### src/rtl/systolic_wload_sequencer.sv
// systolic_wload_sequencer: streams row-wide weight words into the PE array
// rows through a valid/ready handshake. Each accepted word is steered to one
// row via a one-hot write enable. That enable is decoded from an internal row
// counter by onehot_encoder. A single-cycle done pulse marks the end of a preload.
// Optional build macro: WLOAD_REVERSE_EN (bottom-up row order).

module onehot_encoder #(
    parameter int AWidth = 4
) (
    input  logic [AWidth-1:0]    idx_i,
    output logic [2**AWidth-1:0] onehot_o
);
    localparam int NumRows = 2**AWidth;

    // Decode a row index into a single set bit
    always_comb begin
        onehot_o        = {NumRows{1'b0}};
        onehot_o[idx_i] = 1'b1;
    end
endmodule

module systolic_wload_sequencer #(
    parameter int AWidth = 4,
    parameter int DWidth = 128
) (
    input  logic                 clk_i,
    input  logic                 rst_ni,
    input  logic                 start_i,
    input  logic [AWidth:0]      num_rows_i,
    input  logic [DWidth-1:0]    wdata_i,
    input  logic                 valid_i,
    output logic                 ready_o,
    output logic [2**AWidth-1:0] row_we_o,
    output logic [DWidth-1:0]    row_data_o,
    output logic                 busy_o,
    output logic                 done_o
);
    localparam int NumRows = 2**AWidth;
    localparam logic [AWidth:0]   RowsMax = (AWidth+1)'(NumRows);
    localparam logic [AWidth:0]   RemOne  = (AWidth+1)'(1);
    localparam logic [AWidth:0]   RemZero = (AWidth+1)'(0);
    localparam logic [AWidth-1:0] CntOne  = AWidth'(1);
    localparam logic [AWidth-1:0] CntZero = AWidth'(0);

    typedef enum logic [1:0] {
        ST_IDLE = 2'd0,
        ST_LOAD = 2'd1,
        ST_DONE = 2'd2
    } state_e;

    state_e                state_r, state_s;
    logic [AWidth-1:0]     row_cnt_r, row_cnt_s;
    logic [AWidth:0]       rem_r, rem_s;
    logic [NumRows-1:0]    row_we_r;
    logic [DWidth-1:0]     row_data_r;
    logic [AWidth:0]       n_clamp_s;
    logic [AWidth:0]       n_minus1_s;
    logic [AWidth-1:0]     cnt_init_s;
    logic [NumRows-1:0]    onehot_s;
    logic                  hs_s;

    // Clamp the requested row count to the physical array height
    always_comb begin
        if (num_rows_i > RowsMax) begin
            n_clamp_s = RowsMax;
        end else begin
            n_clamp_s = num_rows_i;
        end
        n_minus1_s = n_clamp_s - RemOne;
    end

`ifdef WLOAD_REVERSE_EN
    // Bottom-up: counter starts at the last row and walks toward row 0
    always_comb begin
        cnt_init_s = n_minus1_s[AWidth-1:0];
    end
`else
    // Top-down: counter starts at row 0
    always_comb begin
        cnt_init_s = CntZero;
    end
`endif

    assign hs_s = valid_i & (state_r == ST_LOAD);

    onehot_encoder #(.AWidth(AWidth)) u_onehot (
        .idx_i    (row_cnt_r),
        .onehot_o (onehot_s)
    );

    // Next-state, row counter and remaining-count logic
    always_comb begin
        state_s   = state_r;
        row_cnt_s = row_cnt_r;
        rem_s     = rem_r;
        case (state_r)
            ST_IDLE: begin
                if (start_i) begin
                    rem_s     = n_clamp_s;
                    row_cnt_s = cnt_init_s;
                    if (n_clamp_s == RemZero) begin
                        state_s = ST_DONE;
                    end else begin
                        state_s = ST_LOAD;
                    end
                end else begin
                    state_s = ST_IDLE;
                end
            end
            ST_LOAD: begin
                if (hs_s) begin
                    rem_s = rem_r - RemOne;
`ifdef WLOAD_REVERSE_EN
                    row_cnt_s = row_cnt_r - CntOne;
`else
                    row_cnt_s = row_cnt_r + CntOne;
`endif
                    if (rem_r == RemOne) begin
                        state_s = ST_DONE;
                    end else begin
                        state_s = ST_LOAD;
                    end
                end else begin
                    state_s = ST_LOAD;
                end
            end
            ST_DONE: begin
                state_s = ST_IDLE;
            end
            default: begin
                state_s = ST_IDLE;
            end
        endcase
    end

    // State, counter and remaining-count registers
    always_ff @(posedge clk_i or negedge rst_ni) begin
        if (!rst_ni) begin
            state_r   <= ST_IDLE;
            row_cnt_r <= CntZero;
            rem_r     <= RemZero;
        end else begin
            state_r   <= state_s;
            row_cnt_r <= row_cnt_s;
            rem_r     <= rem_s;
        end
    end

    // Register the row write: one cycle after each accepted word
    always_ff @(posedge clk_i or negedge rst_ni) begin
        if (!rst_ni) begin
            row_we_r   <= {NumRows{1'b0}};
            row_data_r <= {DWidth{1'b0}};
        end else if (hs_s) begin
            row_we_r   <= onehot_s;
            row_data_r <= wdata_i;
        end else begin
            row_we_r   <= {NumRows{1'b0}};
            row_data_r <= row_data_r;
        end
    end

    assign ready_o    = (state_r == ST_LOAD);
    assign busy_o     = (state_r != ST_IDLE);
    assign done_o     = (state_r == ST_DONE);
    assign row_we_o   = row_we_r;
    assign row_data_o = row_data_r;
endmodule

### config.mk
export PLATFORM = sky130hd
export DESIGN_NAME = systolic_wload_sequencer
export DESIGN_NICKNAME = d
export VERILOG_FILES = /design/src/rtl/systolic_wload_sequencer.sv
export SDC_FILE = /design/constraint.sdc
export NUM_CORES = 1
export LEC_CHECK = 0
export ABC_AREA = 1
export BUFFER_PORTS_ARGS = -buffer_cell sky130_fd_sc_hd__buf_2
export CAP_MARGIN = 10
export CORE_AREA = 2 2 118 120
export DETAILED_ROUTE_END_ITERATION = 12
export DIE_AREA = 0 0 120 122
export PLACE_DENSITY = 0.82
export SLEW_MARGIN = 0
export SYNTH_ARGS = -nofsm -noshare
export SYNTH_HDL_FRONTEND = slang
export SYNTH_SLANG_ARGS = --single-unit
### constraint.sdc
create_clock -name clk_i -period 1.45 [get_ports clk_i]
set_clock_uncertainty 0.2 [all_clocks]
set_input_delay 0.0725 -clock clk_i [delete_from_list [all_inputs] [get_ports clk_i]]
set_output_delay 0.0725 -clock clk_i [all_outputs]
set_load 0.01 [all_outputs]
== Word-level counts from Yosys, hierarchy flattened ==
Index checks and enable logic that the tools add are counted.
W data, S select, Z words.
Storage, ports and cells
  output and inout bits: 147
  bits in registers: 155
  word-level logic and storage cells: 37
  input bits: 137
Operators by class
  multiplexer cells: 15
  eq/ne operators: 5
  bitwise operators: 1
  add/sub/neg operators: 2
  order comparisons: 3
  reduce and logical (&&, ||, !) cells: 6
Operator list (number)
  $mux W16: 1
  $mux W5: 3
  $pmux W5 S2: 1
  $mux W2: 4
  $mux W4: 2
  $pmux W4 S2: 1
  $eq A5 B1 Y1 const B: 1
  $gt A5 B5 Y1 const B: 1
  $logic_not A5 Y1: 1
  $lt A4 B5 Y1 const B: 1
  $sub A5 B1 Y5 const B: 1
  $add A4 B1 Y4 const B: 1
  $demux W1 S4: 1
  $ge A4 B1 Y1 const B: 1
  $pmux W2 S2: 1
  $reduce_bool A2 Y1: 2
  $reduce_and A3 Y1: 1
  $eq A2 B1 Y1 const B: 1
  $eq A2 B2 Y1 const B: 1
  $logic_not A2 Y1: 1
  $ne A2 B1 Y1 const B: 1
  $ne A2 B2 Y1 const B: 1
  $and A1 B1 Y1: 1
  $logic_and A1 B1 Y1: 1
  $mux W1: 1

== Logic depth before layout (Yosys ltp) ==
  depth in word-level cells: 6
  depth in mapped cells: 7
  mapped depth without buffers: 7

== Modules after synthesis ==
Synthesis repeated with hierarchy kept, for this count alone.
Second synthesis, totals
  cells, all modules: 712
  area, all modules: 6107.1 µm²
By module, submodules not included
  systolic_wload_sequencer: area an instance 6002.0 µm², cells each 684, seq. area each 3878.7 µm², times used 1
  onehot_encoder: area an instance 105.1 µm², cells each 28, seq. area each 0.0 µm², times used 1

== Least setup slack after synthesis ==
No wires, ideal clock.
  kind: register to register
  start: register state_r[1]
  end: register rem_r[4]
  library setup time: 0.126 ns
  data arrival time: 1.003 ns
  path slack: 0.121 ns
  clock period less this slack: 1.329 ns
  data required time: 1.124 ns
  cell stages (with the launch flop): 7
  buffers on the path: 0
  cell sequence: dfrtp_1 inv_1 nand2_1 inv_1 nand2_1 nand2_1 o21ai_0
Between the ends
  cells in the longest elaborated chain, start to end: 4
  elaborated cells on any way between the ends: 8
  classes of those cells: 3 x eq/ne; 1 x mux; 1 x bitwise; 3 x reduce/logical
Ends and longest elaborated chain
  from (decl): line 51  | state_e state_r, state_s;
  from (signal assigned): line 143  | state_r <= state_s;
  $eq A2 B1 Y1 *
  net ready_o: line 32  | output logic ready_o,
  $and A1 B1 Y1: line 84  | assign hs_s = valid_i & (state_r == ST_LOAD);
  $ne A2 B1 Y1 (no line)
  $reduce_and A3 Y1 (no line)
  to (signal assigned): line 141  | rem_r <= RemZero;
  to (signal assigned): line 145  | rem_r <= rem_s;
  to (decl): line 53  | logic [AWidth:0] rem_r, rem_s;
The timed path passes the listed nets; every way through them passes the cells marked *.
A chain may end at the register's enable or synchronous reset.

== Worst setup path in the final report ==
  start: register state_r[1]
  end: register row_data_r[69], in the netlist row_data_o[69]
Between the ends
  cells in the longest elaborated chain, start to end: 2
Ends and longest elaborated chain
  $eq A2 B1 Y1: line 84
  $and A1 B1 Y1: line 84
  to (signal assigned): line 153  | row_data_r <= {DWidth{1'b0}};
  to (signal assigned): line 156  | row_data_r <= wdata_i;
  to (signal assigned): line 159  | row_data_r <= row_data_r;
  to (decl): line 55  | logic [DWidth-1:0] row_data_r;
No other way between the ends.

==> results.yml <==
outcome:
  status: "complete, but fails checks"
  violations: "negative setup slack"
sta:
  worst_slew_pin_slew_ns: 0.410
  grt_setup_unrepaired: "true"
  finalSetupViolations: 106
  fin_ws_ns: -0.132
  whs_ns: 0.00454
  slew_viol_final: 0
  slew_headroom: 0.727
  hold_viol: 0
  min_period_ns: 1.58
  post-route-period-util: 1.09
  max_clock_freq_ghz: 0.632
setup_path:
  cp.required_ns: 1.60
  critPathMaxStageDelay_ns: 0.36
  crit_top_cell: "nand2_1"
  path_max_fanout: 91
  cp-start-kind: "flip-flop"
  crit_path_cell_trace: "inv_2, buf_6, nand3_4, buf_12, nand2_1, nand2_1"
  worst-path-buf-inv: 3
  worstSetupEndpointType: "flip-flop"
  cp_top_family: "buffers and inverters"
  critPathKind: "reg2reg"
  worst_path_max_delay_cell: "dfrtp_1"
  critPathArrivalTime_ns: 1.73
placed_design:
  io_buffers: 283
  hpwl_mm: 11.1
  gp_congestion: 0.796
  dp_slack_ns: 0.0296
synthesis:
  synthFlopType: "dfrtp_1"
  ys_types: 15
  netlist_top_cells_count: "433 x nand2_1, 155 x dfrtp_1, 26 x nor2_1, 21 x buf_2, 13 x inv_1"
  synthesis.area_mm2: 0.00601
  synth.net_count: 824
  synth_top_area_frac: 0.645
  synth_most_common_cell: "nand2_1"
  yosysWarnings: 0
  synth_edf_count: 0
  ys_seq_area_frac: 0.645
  synthTopCellsByArea: "dfrtp_1 65%, nand2_1 27%, buf_2 1.7%"
  ys_ff_latch: 155
  synth_area_per_cell_um2: 8.82
  synth_cells: 681
  yosysTopAreaCell: "dfrtp_1"
  ys_async_sr_fraction: 1.00
routing:
  vias: 6525
  firstDrtPassIters: 5
  route.detailed.drc: 0
  avgViaCountPerCell: 4.98
  drt_wl_total_mm: 21.4
  drt_iter0_markers: 499
  wire_per_inst_um: 16.4
  drtAntennaViolNets: 0
floorplanning:
  io_pins: 284
  dieArea_mm2: 0.0146
  core_mm2: 0.0135
  die_y_um: 122
  row_count: 43
  die_w_um: 120
  start_util: 0.445
power_and_ir_drop:
  p_total_mw: 18.7
  sw_frac_of_total: 0.374
  p_clk_frac: 0.246
  power_frac_comb: 0.373
  vdd_drop_max_mv: 1.06
  seqPwrFrac: 0.382
  power_leakage_nw: 5.59
  power_density_mw_per_mm2: 1890
  intPower_mw: 11.7
  p_switching_mw: 6.99
grt:
  grt_pass1_wl_mm: 32.4
  grt_pass1_vias: 6560
  track_usage: 0.286
  antenna_found_initial: 0
  grt_max_degree: 92
  overflow: 0
cells_and_area:
  finish.utilization: 0.732
  nets: 1258
  drive_gt1_frac: 0.311
  area_delta_synth_final_pct: 64.5
clock_tree:
  clock_sinks: 155
  clockBufferDepth: 2
  clk_pin_slew_ns: 0.06
  cts_max_level: 4
  cts_root_buf: "clkbuf_16"
  cts_made_buffers: 17
  cts_tree: "built"
  clkLatencyLatePin_ns: 0.42
hold_path:
  hp-class: "in2reg"
job:
  maxCapViolations: 0
==> power groups by stage <==
stage               combinational (mW)  sequential, mW  clock, mW
detailed placement                6.13            7.00          0
CTS                               6.49            7.00       4.63
global placement                  5.98            6.98          0
global route                      7.62            7.29       4.86
floorplan                         2.55            7.75          0
finish                            6.97            7.14       4.59
==> repair_timing <==
action / CTS / global route
endpoints found under the hold margin: 292 / 0
gates cloned: 0 / 2
hold buffers: 136 / 0
endpoints found under the setup margin: 3 / 274
buffers inserted: 2 / 0
resized for setup: 7 / 16
pin swaps: 0 / 2
==> cell families (layout without fill, tap and decap cells) <==
logic type	Yosys count	in the layout	synth area share
AND/OR/NAND/NOR	469	469	0.296
other	0	2	0
buffers and inverters	43	490	0.0387
adder cells (fa/ha/maj)	6	6	0.0125
flip-flops	155	155	0.645
XOR/XNOR	1	1	0.00146
AO/OA/AOI/OAI	7	7	0.00583
==> registers in the layout, summed over array words and instances, names as in the netlist <==
name        flops
row_we_o       16
state_r         2
row_data_o    128
rem_r           5
row_cnt_r       4
==> routing by layer <==
metal  global-route usage  vias to the layer above  part of all wire
met2                0.485                      442              0.50
met3               0.0960                      121             0.089
met5                    0                        -                 0
li1                     -                     2920                 -
met1                0.312                     3042              0.35
met4                0.172                        0             0.056
==> path summary, 6_finish.rpt <==
kind	slack [ns]	to	cells past startpoint	startpoint
max	-0.13	row_data_o[69]	6	state_r[1]
min	0.005	rem_r[1]	5	valid_i
max reg2reg	-0.13	row_data_o[69]	6	state_r[1]
min reg2reg	0.27	row_data_o[79]	2	row_data_o[79]
max in group asynchronous	0.12	row_data_o[39]	4	rst_ni
min in group asynchronous	0.46	row_data_o[70]	3	rst_ni
==> stage by stage <==
stage                     instances  TNS (ns)  cell area, um2
after floorplan                 681         0            6010
after global placement         1136         0            7750
after detailed placement       1136         0            7750
after CTS                      1306    -0.285            9760
after global routing           1308    -13.00            9880
final                          1310     -3.19            9880
==> cells in the final DEF (no fill, tap or decap) <==
master,synthesis,layout
buf_12,0,7
buf_16,0,3
buf_2,21,281
buf_4,0,9
buf_6,6,4
buf_8,0,1
bufinv_16,0,3
clkbuf_1,1,1
clkbuf_16,0,19
clkbuf_8,0,2
clkinv_2,0,2
clkinv_4,0,3
clkinvlp_4,0,1
dfrtp_1,155,155
diode_2,0,2
dlygate4sd3_1,0,136
ha_1,6,5
ha_2,0,1
inv_1,13,11
inv_2,2,3
inv_6,0,4
nand2_1,433,430
nand2_2,0,3
nand3_1,8,8
nand3_4,0,1
nor2_1,26,23
nor2_2,0,2
nor2_4,0,1
o21ai_0,6,6
o21ai_1,1,1
or2_2,1,1
xnor2_1,1,1
==> layout make-up <==
| class | count | area (um2) |
|---|---|---|
| Fill cell | 841 | 3620 |
| Clock buffer | 20 | 457 |
| Tap cell | 180 | 225 |
| Inverter | 15 | 61.3 |
| Multi-Input combinational cell | 483 | 1930 |
| Timing Repair Buffer | 443 | 3170 |
| Sequential cell | 155 | 3880 |
| Clock inverter | 12 | 160 |
| Antenna cell | 2 | 5.00 |
==> worst min-delay path, cell delays in order <==
cell and delay [ns]:
buf_2 0.11, nand3_4 0.13, nand2_2 0.13, nand2_1 0.09, nand2_1 0.04
No activity file was read; power rests on OpenSTA's default activity.
